File: src/rtl/rv_iommu_reg_field_ctrl.sv
// IOMMU SW register bank: one access per grant, response 1 cycle later and held until accepted; HW updates merge every cycle.
// Byte-enabled writes are enabled by defining RV_IOMMU_REG_BE_EN; otherwise be_i is ignored and writes are full-width.
package rv_iommu_field_pkg;
  typedef enum logic [2:0] {
    SwAccessRW,
    SwAccessRO,
    SwAccessWO,
    SwAccessW1C,
    SwAccessW1S,
    SwAccessW0C,
    SwAccessRC
  } sw_access_e;
endpackage

module rv_iommu_reg_field_ctrl
  import rv_iommu_field_pkg::*;
#(
  parameter int         NUM_REGS = 8,
  parameter int         DW       = 32,
  parameter sw_access_e ACCESS [NUM_REGS] = '{default: SwAccessRW},
  parameter logic [DW-1:0] RESVAL [NUM_REGS] = '{default: '0}
) (
  input  logic                     clk_i,
  input  logic                     rst_ni,
  rv_iommu_reg_field_ctrl_if.slave bus,
  input  logic [NUM_REGS-1:0]      hw_de_i,
  input  logic [NUM_REGS*DW-1:0]   hw_d_i,
  output logic [NUM_REGS*DW-1:0]   q_o,
  output logic [NUM_REGS-1:0]      qe_o
);

  localparam int AW = $clog2(NUM_REGS);

  typedef enum logic {IDLE, RESP} state_e;

  state_e              state, state_nxt;
  logic                gnt, rsp_valid, commit, in_range;
  logic [DW-1:0]       mask;
  logic [DW-1:0]       q     [NUM_REGS];
  logic [DW-1:0]       q_nxt [NUM_REGS];
  logic [DW-1:0]       base  [NUM_REGS];
  logic [DW-1:0]       rdata_q, rdata_nxt;
  logic                err_q, err_nxt;
  logic [NUM_REGS-1:0] qe_q, qe_nxt;

  function automatic logic [DW-1:0] merge(sw_access_e acc, logic [DW-1:0] b,
                                          logic [DW-1:0] wd, logic [DW-1:0] m);
    logic [DW-1:0] r;
    r = b;
    case (acc)
      SwAccessRW, SwAccessWO: r = (b & ~m) | (wd & m);
      SwAccessW1C:            r = b & ~(wd & m);
      SwAccessW1S:            r = b | (wd & m);
      SwAccessW0C:            r = b & ~(~wd & m);
      default:                r = b;
    endcase
    return r;
  endfunction

`ifdef RV_IOMMU_REG_BE_EN
  always_comb begin
    mask = '0;
    for (int k = 0; k < DW/8; k++) begin
      mask[k*8 +: 8] = {8{bus.be_i[k]}};
    end
  end
`else
  logic unused_be;
  assign unused_be = ^bus.be_i;
  assign mask      = '1;
`endif

  always_comb begin
    state_nxt = state;
    gnt       = 1'b0;
    rsp_valid = 1'b0;
    case (state)
      IDLE: begin
        gnt = 1'b1;
        if (bus.req_i) state_nxt = RESP;
      end
      RESP: begin
        rsp_valid = 1'b1;
        if (bus.rsp_ready_i) state_nxt = IDLE;
      end
      default: state_nxt = IDLE;
    endcase
  end

  assign commit   = gnt & bus.req_i;
  assign in_range = 32'(bus.addr_i) < NUM_REGS;

  for (genvar g = 0; g < NUM_REGS; g++) begin : g_reg
    assign base[g]            = hw_de_i[g] ? hw_d_i[g*DW +: DW] : q[g];
    assign q_o[g*DW +: DW]    = q[g];
  end

  always_comb begin
    rdata_nxt = rdata_q;
    err_nxt   = err_q;
    qe_nxt    = '0;
    for (int i = 0; i < NUM_REGS; i++) q_nxt[i] = base[i];
    if (commit) begin
      rdata_nxt = '0;
      err_nxt   = ~in_range;
    end
    for (int i = 0; i < NUM_REGS; i++) begin
      if (commit && in_range && 32'(bus.addr_i) == i) begin
        if (bus.we_i) begin
          q_nxt[i]  = merge(ACCESS[i], base[i], bus.wdata_i, mask);
          qe_nxt[i] = (ACCESS[i] != SwAccessRO) && (ACCESS[i] != SwAccessRC);
        end else begin
          if (ACCESS[i] != SwAccessWO) rdata_nxt = q[i];
          // A coincident HW set wins over the clear so the event is not lost.
          if (ACCESS[i] == SwAccessRC && !hw_de_i[i]) q_nxt[i] = '0;
        end
      end
    end
  end

  always_ff @(posedge clk_i) begin
    if (!rst_ni) begin
      state   <= IDLE;
      rdata_q <= '0;
      err_q   <= 1'b0;
      qe_q    <= '0;
      for (int i = 0; i < NUM_REGS; i++) q[i] <= RESVAL[i];
    end else begin
      state   <= state_nxt;
      rdata_q <= rdata_nxt;
      err_q   <= err_nxt;
      qe_q    <= qe_nxt;
      for (int i = 0; i < NUM_REGS; i++) q[i] <= q_nxt[i];
    end
  end

  assign bus.gnt_o       = gnt;
  assign bus.rsp_valid_o = rsp_valid;
  assign bus.rdata_o     = rdata_q;
  assign bus.err_o       = err_q;
  assign qe_o            = qe_q;

endmodule
File: src/rtl/rv_iommu_reg_field_ctrl_if.sv
// SW register-bus handshake between the IOMMU register bus adapter (master) and the field controller (slave).
interface rv_iommu_reg_field_ctrl_if #(
  parameter int AW = 3,
  parameter int DW = 32
);
  logic          req_i;
  logic          gnt_o;
  logic          we_i;
  logic [AW-1:0] addr_i;
  logic [DW-1:0] wdata_i;
  logic [DW/8-1:0] be_i;
  logic          rsp_valid_o;
  logic          rsp_ready_i;
  logic [DW-1:0] rdata_o;
  logic          err_o;

  modport slave (
    input  req_i, we_i, addr_i, wdata_i, be_i, rsp_ready_i,
    output gnt_o, rsp_valid_o, rdata_o, err_o
  );

  modport master (
    output req_i, we_i, addr_i, wdata_i, be_i, rsp_ready_i,
    input  gnt_o, rsp_valid_o, rdata_o, err_o
  );
endinterface

File: src/flat_wrapper.sv
// flat-port wrapper written by rule: the top's interface ports become plain ports
module rv_iommu_reg_field_ctrl_flat import rv_iommu_field_pkg::*;
#(
  parameter int         NUM_REGS = 8,
  parameter int         DW       = 32,
  parameter sw_access_e ACCESS [NUM_REGS] = '{default: SwAccessRW},
  parameter logic [DW-1:0] RESVAL [NUM_REGS] = '{default: '0}
)
  (clk_i, rst_ni, hw_de_i, hw_d_i, q_o, qe_o, bus_req_i, bus_we_i, bus_addr_i, bus_wdata_i, bus_be_i, bus_rsp_ready_i, bus_gnt_o, bus_rsp_valid_o, bus_rdata_o, bus_err_o);
  rv_iommu_reg_field_ctrl_if #(.DW(DW)) bus_i ();
  input  logic clk_i;
  input  logic rst_ni;
  input  logic [NUM_REGS-1:0] hw_de_i;
  input  logic [NUM_REGS*DW-1:0] hw_d_i;
  output logic [NUM_REGS*DW-1:0] q_o;
  output logic [NUM_REGS-1:0] qe_o;
  input wire logic [$bits(bus_i.req_i)-1:0] bus_req_i;
  input wire logic [$bits(bus_i.we_i)-1:0] bus_we_i;
  input wire logic [$bits(bus_i.addr_i)-1:0] bus_addr_i;
  input wire logic [$bits(bus_i.wdata_i)-1:0] bus_wdata_i;
  input wire logic [$bits(bus_i.be_i)-1:0] bus_be_i;
  input wire logic [$bits(bus_i.rsp_ready_i)-1:0] bus_rsp_ready_i;
  output wire logic [$bits(bus_i.gnt_o)-1:0] bus_gnt_o;
  output wire logic [$bits(bus_i.rsp_valid_o)-1:0] bus_rsp_valid_o;
  output wire logic [$bits(bus_i.rdata_o)-1:0] bus_rdata_o;
  output wire logic [$bits(bus_i.err_o)-1:0] bus_err_o;
  assign bus_i.req_i = bus_req_i;
  assign bus_i.we_i = bus_we_i;
  assign bus_i.addr_i = bus_addr_i;
  assign bus_i.wdata_i = bus_wdata_i;
  assign bus_i.be_i = bus_be_i;
  assign bus_i.rsp_ready_i = bus_rsp_ready_i;
  assign bus_gnt_o = bus_i.gnt_o;
  assign bus_rsp_valid_o = bus_i.rsp_valid_o;
  assign bus_rdata_o = bus_i.rdata_o;
  assign bus_err_o = bus_i.err_o;
  rv_iommu_reg_field_ctrl #(.NUM_REGS(NUM_REGS), .DW(DW), .ACCESS(ACCESS), .RESVAL(RESVAL)) u_core (.clk_i(clk_i), .rst_ni(rst_ni), .bus(bus_i), .hw_de_i(hw_de_i), .hw_d_i(hw_d_i), .q_o(q_o), .qe_o(qe_o));
endmodule
File: config.mk
export PLATFORM = sky130hd
export DESIGN_NAME = rv_iommu_reg_field_ctrl_flat
export DESIGN_NICKNAME = d
export VERILOG_FILES = /design/src/rtl/rv_iommu_reg_field_ctrl.sv /design/src/rtl/rv_iommu_reg_field_ctrl_if.sv /design/src/flat_wrapper.sv
export SDC_FILE = /design/constraint.sdc
export NUM_CORES = 1
export LEC_CHECK = 0
export BUFFER_PORTS_ARGS = -buffer_cell sky130_fd_sc_hd__buf_2
export CORE_AREA = 5 5 230 232
export DETAILED_ROUTE_END_ITERATION = 8
export DIE_AREA = 0 0 235 237
export PLACE_DENSITY = 0.63
export SYNTH_ARGS = -nofsm -noshare
export SYNTH_HDL_FRONTEND = slang
export SYNTH_SLANG_ARGS = --single-unit
File: constraint.sdc
create_clock -name clk_i -period 1.9 [get_ports clk_i]
set_input_delay 0.19 -clock clk_i [delete_from_list [all_inputs] [get_ports clk_i]]
set_output_delay 0.19 -clock clk_i [all_outputs]
set_load 0.005 [all_outputs]
### Word-level counts from Yosys, hierarchy flattened

Memories as Yosys holds them, arrays and structs flattened.
Cells that the tools add are included.

| storage, ports and cells | value |
|---|---|
| memories | 1 |
| logic and storage cells | 102 |
| output and inout port bits | 299 |
| RAM bits | 256 |
| bits in registers | 41 |
| bits of input ports | 308 |

| operators by class | value |
|---|---|
| mux-type cells | 57 |
| bitwise gates (word level) | 10 |
| eq/ne operators | 7 |
| reductions and logical operators | 17 |

Memories:

| name | depth | bits a word | read ports | clocked after memory_dff | wr ports | RTL line | source |
|---|---|---|---|---|---|---|---|
| u_core.q | 8 | 32 | 8 | 0 | 8 | rv_iommu_reg_field_ctrl.sv:39 | `logic [DW-1:0] q [NUM_REGS];` |

Operators by type and width:

| cell | count |
|---|---|
| $mux 32 | 49 |
| $reduce_and 2->1 | 8 |
| $eq 3x3->1 const B | 4 |
| $logic_and 1x1->1 | 8 |
| $or 1x1->1 | 8 |
| $mux 1 | 7 |
| $eq 3x2->1 const B | 2 |
| $eq 3x1->1 const B | 1 |
| $logic_not 3->1 | 1 |
| $pmux 1 s2 | 1 |
| $and 1x1->1 | 1 |
| $not 1->1 | 1 |

### Depth between registers and ports, before layout

| depth | value |
|---|---|
| depth in word-level cells | 19 |
| depth in mapped cells | 8 |
| depth with buffers taken out | 4 |

### Worst setup path before layout

OpenSTA, ideal clock, no wires.

| timing | value |
|---|---|
| path type | register to register |
| from | reg u_core.state |
| to | reg u_core.rdata_q[2] (netlist: u_core.bus.rdata_o[2]) |
| stages on the path, launching flop included | 7 |
| required time | 1.772 ns |
| library setup time | 0.128 ns |
| arrival time | 1.560 ns |
| clock period less this slack | 1.687 ns |
| buffers on the path | 2 |
| path slack | 0.213 ns |
| cells stage by stage | dfxtp_1 -> buf_2 -> or4b_4 -> clkbuf_1 -> o32ai_1 -> a21o_1 -> a31oi_1 |

| between the ends | value |
|---|---|
| cells in the longest elaborated chain, start to end | 19 |
| elaborated cells on any way between the ends | 27 |
| classes of those cells | mux: 18; bitwise: 1; reduce/logical: 8 |

Ends and longest elaborated chain:

| item | RTL line | source |
|---|---|---|
| start: declaration | rv_iommu_reg_field_ctrl.sv:36 | `state_e state, state_nxt;` |
| start signal: assignment | rv_iommu_reg_field_ctrl.sv:129 | `state <= state_nxt;` |
| $mux 1 (*) | rv_iommu_reg_field_ctrl.sv:77 | `case (state)` |
| $and 1x1->1 (*) | rv_iommu_reg_field_ctrl.sv:90 | `assign commit = gnt & bus.req_i;` |
| $mux 32 | rv_iommu_reg_field_ctrl.sv:103 | `if (commit) begin` |
| $mux 32 | rv_iommu_reg_field_ctrl.sv:109 | `if (bus.we_i) begin` |
| $mux 32 | rv_iommu_reg_field_ctrl.sv:108 | `if (commit && in_range && 32'(bus.addr_i) == i) begin` |
| $mux 32 | rv_iommu_reg_field_ctrl.sv:109 |  |
| $mux 32 | rv_iommu_reg_field_ctrl.sv:108 |  |
| $mux 32 | rv_iommu_reg_field_ctrl.sv:109 |  |
| (+3 left out) | - |  |
| $mux 32 | rv_iommu_reg_field_ctrl.sv:109 |  |
| $mux 32 | rv_iommu_reg_field_ctrl.sv:108 |  |
| $mux 32 | rv_iommu_reg_field_ctrl.sv:109 |  |
| $mux 32 | rv_iommu_reg_field_ctrl.sv:108 |  |
| $mux 32 | rv_iommu_reg_field_ctrl.sv:109 |  |
| $mux 32 | rv_iommu_reg_field_ctrl.sv:108 |  |
| $mux 32 | rv_iommu_reg_field_ctrl.sv:109 |  |
| $mux 32 (*) | rv_iommu_reg_field_ctrl.sv:108 |  |
| end signal: assignment | rv_iommu_reg_field_ctrl.sv:130 | `rdata_q <= rdata_nxt;` |
| end: declaration | rv_iommu_reg_field_ctrl.sv:42 | `logic [DW-1:0] rdata_q, rdata_nxt;` |

Every way passes the cells marked *; elsewhere a longest branch is shown, timed or not.
A chain may end at the register's enable or synchronous reset.

==> impl_metrics.json <==
{
  "synth_edf_count": 0,
  "syn_area_um2": 15300,
  "grtUsageMet2": 0.484,
  "insertion_delay_ns": 0.54,
  "cts_buffer_depth": 3,
  "rr_startpoint": "u_core.state$_SDFF_PN0_",
  "cpMaxStageDelayCell": "or3_2",
  "clk_pin_slew_ns": 0.06,
  "synth_top_area_frac": 0.389,
  "status": "completed",
  "dieArea_um2": 55700,
  "min_from": "hw_d_i[213]",
  "crit_chain": "nand3b_1, or3_2, buf_12, nor2_1, a211oi_2",
  "initial_utilization": 0.301,
  "busiest_layer": "met2",
  "required_ns": 2.31,
  "drc_errors": 0,
  "fmax_ghz": 0.529,
  "synth_seq_cells": 297,
  "syn-instance-count": 1672,
  "ys.flop_type": "dfxtp_1",
  "path_class": "reg -> reg",
  "cts_tree": "yes",
  "cpPeakStageDelay_ns": 0.65,
  "power_leakage_uw": 0.0103,
  "final_cell_area_um2": 22300,
  "cellPowerDensity_nw_per_um2": 760,
  "post-synth-top-count-cell": "dfxtp_1",
  "drive_gt1_frac": 0.344,
  "ctsRootBufferMaster": "clkbuf_16",
  "die_h_um": 237,
  "clock_sinks": 297,
  "drtIter0Drc": 1169,
  "crit_family": "simple AND/OR/NAND/NOR gates",
  "grt_pass1_vias": 16931,
  "use_met1": 0.302,
  "ys.warnings.count": 0,
  "cts_buffers": 36,
  "grt_pass1_wl_mm": 113,
  "hp-class": "in -> reg",
  "fin_crit_ns": 1.89,
  "startpoint_type": "flip-flop",
  "io_pins": 607,
  "relSlewSlack": 0.627,
  "globalplace.congestion": 0.950,
  "grt_use_met3": 0.0488,
  "grt_max_degree": 66,
  "ctsHtreeMaxLevel": 2,
  "track_usage": 0.266,
  "nets": 2695,
  "hold_viol_final": 0,
  "rsz0062_at_grt": "true",
  "synth.top_cells.by_count": "dfxtp_1 (297), nor2_1 (271), mux2i_1 (268), a211oi_1 (252), clkbuf_1 (112)",
  "dr.pass1.iters": 5,
  "finClkSkew_ns": 0.0145,
  "detail_route.vias_per_cell": 5.42,
  "crit_start": "u_core.state$_SDFF_PN0_",
  "antenna_left": 0,
  "place_ws_ns": 0.0128,
  "critPathMaxFanout": 39,
  "tightestPinTransition_ns": 0.560,
  "setup_slack_ns": 0.00955,
  "routedWlPerCell_um": 25.5,
  "setup.worst_path.end_class": "flip-flop",
  "async_reset_ff_frac": 0,
  "yosysSeqAreaShare": 0.389,
  "antenna_found_initial": 3,
  "io_buffers": 601,
  "crit_buf_inv": 1,
  "synth.avg_cell_area_um2": 9.13,
  "finalSetupViolations": 0,
  "fp-row-count": 83,
  "crit_arrival_ns": 2.30,
  "routed_wl_mm": 79.0,
  "synth.area.top_cells": "dfxtp_1 (39%), mux2i_1 (18%), a211oi_1 (12%)",
  "synth.net_count": 1980,
  "min_period_over_period": 0.995,
  "hold_ws_ns": 0.0196,
  "dp_hpwl_mm": 58.0,
  "final_util": 0.440,
  "synth_cell_types": 47,
  "die_w_um": 235,
  "synthToLayoutAreaGrowth_pct": 46.3,
  "cap_violations": 0,
  "grt_overflow": 0,
  "peakVddDrop_v": 0.000565,
  "drv_slew": 0,
  "p_total_uw": 17000,
  "coreArea_um2": 50800,
  "fill_cells": 4803,
  "dpl_cell_area_um2": 19200,
  "vias": 16764,
  "synth_area_leader_cell": "dfxtp_1"
}
==> through the flow <==
step                      setup TNS, ns  instances
after floorplan                       0       1672
after global placement                0       2839
after detailed placement              0       2839
after CTS                             0       3086
after global routing             -0.146       3092
final                                 0       3093
==> registers in the layout, summed over array words and instances (netlist names) <==
name and cells:
u_core.state 1, u_core.qe_o 8, u_core.q 256, u_core.bus.rdata_o 32
==> logic make-up after synthesis <==
family	after synthesis	synth area share
simple gates	403	0.115
mux	300	0.199
flops	297	0.389
compound gates	458	0.231
other cells	1	0.000246
buf+inv	213	0.0655
==> power by group <==
group / leakage (uW) / total, uW / internal [uW] / switching [uW]
registers: 0.00245 / 7070 / 6640 / 427
clock network: 0.000553 / 6710 / 3920 / 2790
logic: 0.00731 / 3200 / 1570 / 1630
==> worst paths after layout <==
| kind | to | slack [ns] | cells past startpoint |
|---|---|---|---|
| max | u_core.q[0][20]$_SDFF_PN0_ | 0.01 | 5 |
| min | u_core.q[6][21]$_SDFF_PN0_ | 0.02 | 3 |
| max reg2reg | u_core.q[0][20]$_SDFF_PN0_ | 0.01 | 5 |
| min reg2reg | u_core.bus.rdata_o[15]$_SDFF_PN0_ | 0.47 | 2 |
==> layer usage <==
metal	vias up	wire, um
met3	209	5070
met2	846	40200
met5	-	0
met4	0	4030
met1	8036	29700
li1	7673	-
==> worst register-to-register path: cells and delay by family, from the launching register on <==
kind | cells | cell delay (ns)
AOI/OAI and AO/OA | 1 | 0.07
DFF | 1 | 0.33
and+or+nand+nor | 3 | 1.14
buffers and inverters | 1 | 0.23
==> timing repair <==
item                                    4_1_cts  5_1_grt
pin swaps                                     1        4
endpoints found under the hold margin       183        0
setup buffers                                 2        2
cloned                                        1        2
hold buffers                                183        0
endpoints found under the setup margin        1       27
resized for setup                             0        4
==> cell usage in the layout (no fill, tap or decap), types with 28 or more instances in the layout <==
cell type and n:
buf_2 599, dfxtp_1 296, nor2_1 271, mux2i_1 268, a211oi_1 252, dlygate4sd3_1 183, buf_4 72, nand2_1 46
clkbuf_16 38, o221ai_1 36, mux2_2 32, buf_12 28
==> final cells by class <==
cell class / count / area (um^2) / share of cell area
multi-input combinational: 1163 / 8380 / 0.375
timing repair buffer: 886 / 6010 / 0.269
sequential: 297 / 5950 / 0.266
clock buffer: 56 / 1090 / 0.0487
tap: 680 / 851 / 0.0381
clock inverter: 5 / 36.3 / 0.00162
inverter: 3 / 18.8 / 0.000840
antenna: 3 / 7.51 / 0.000336
No activity file was read; power rests on OpenSTA's default activity.
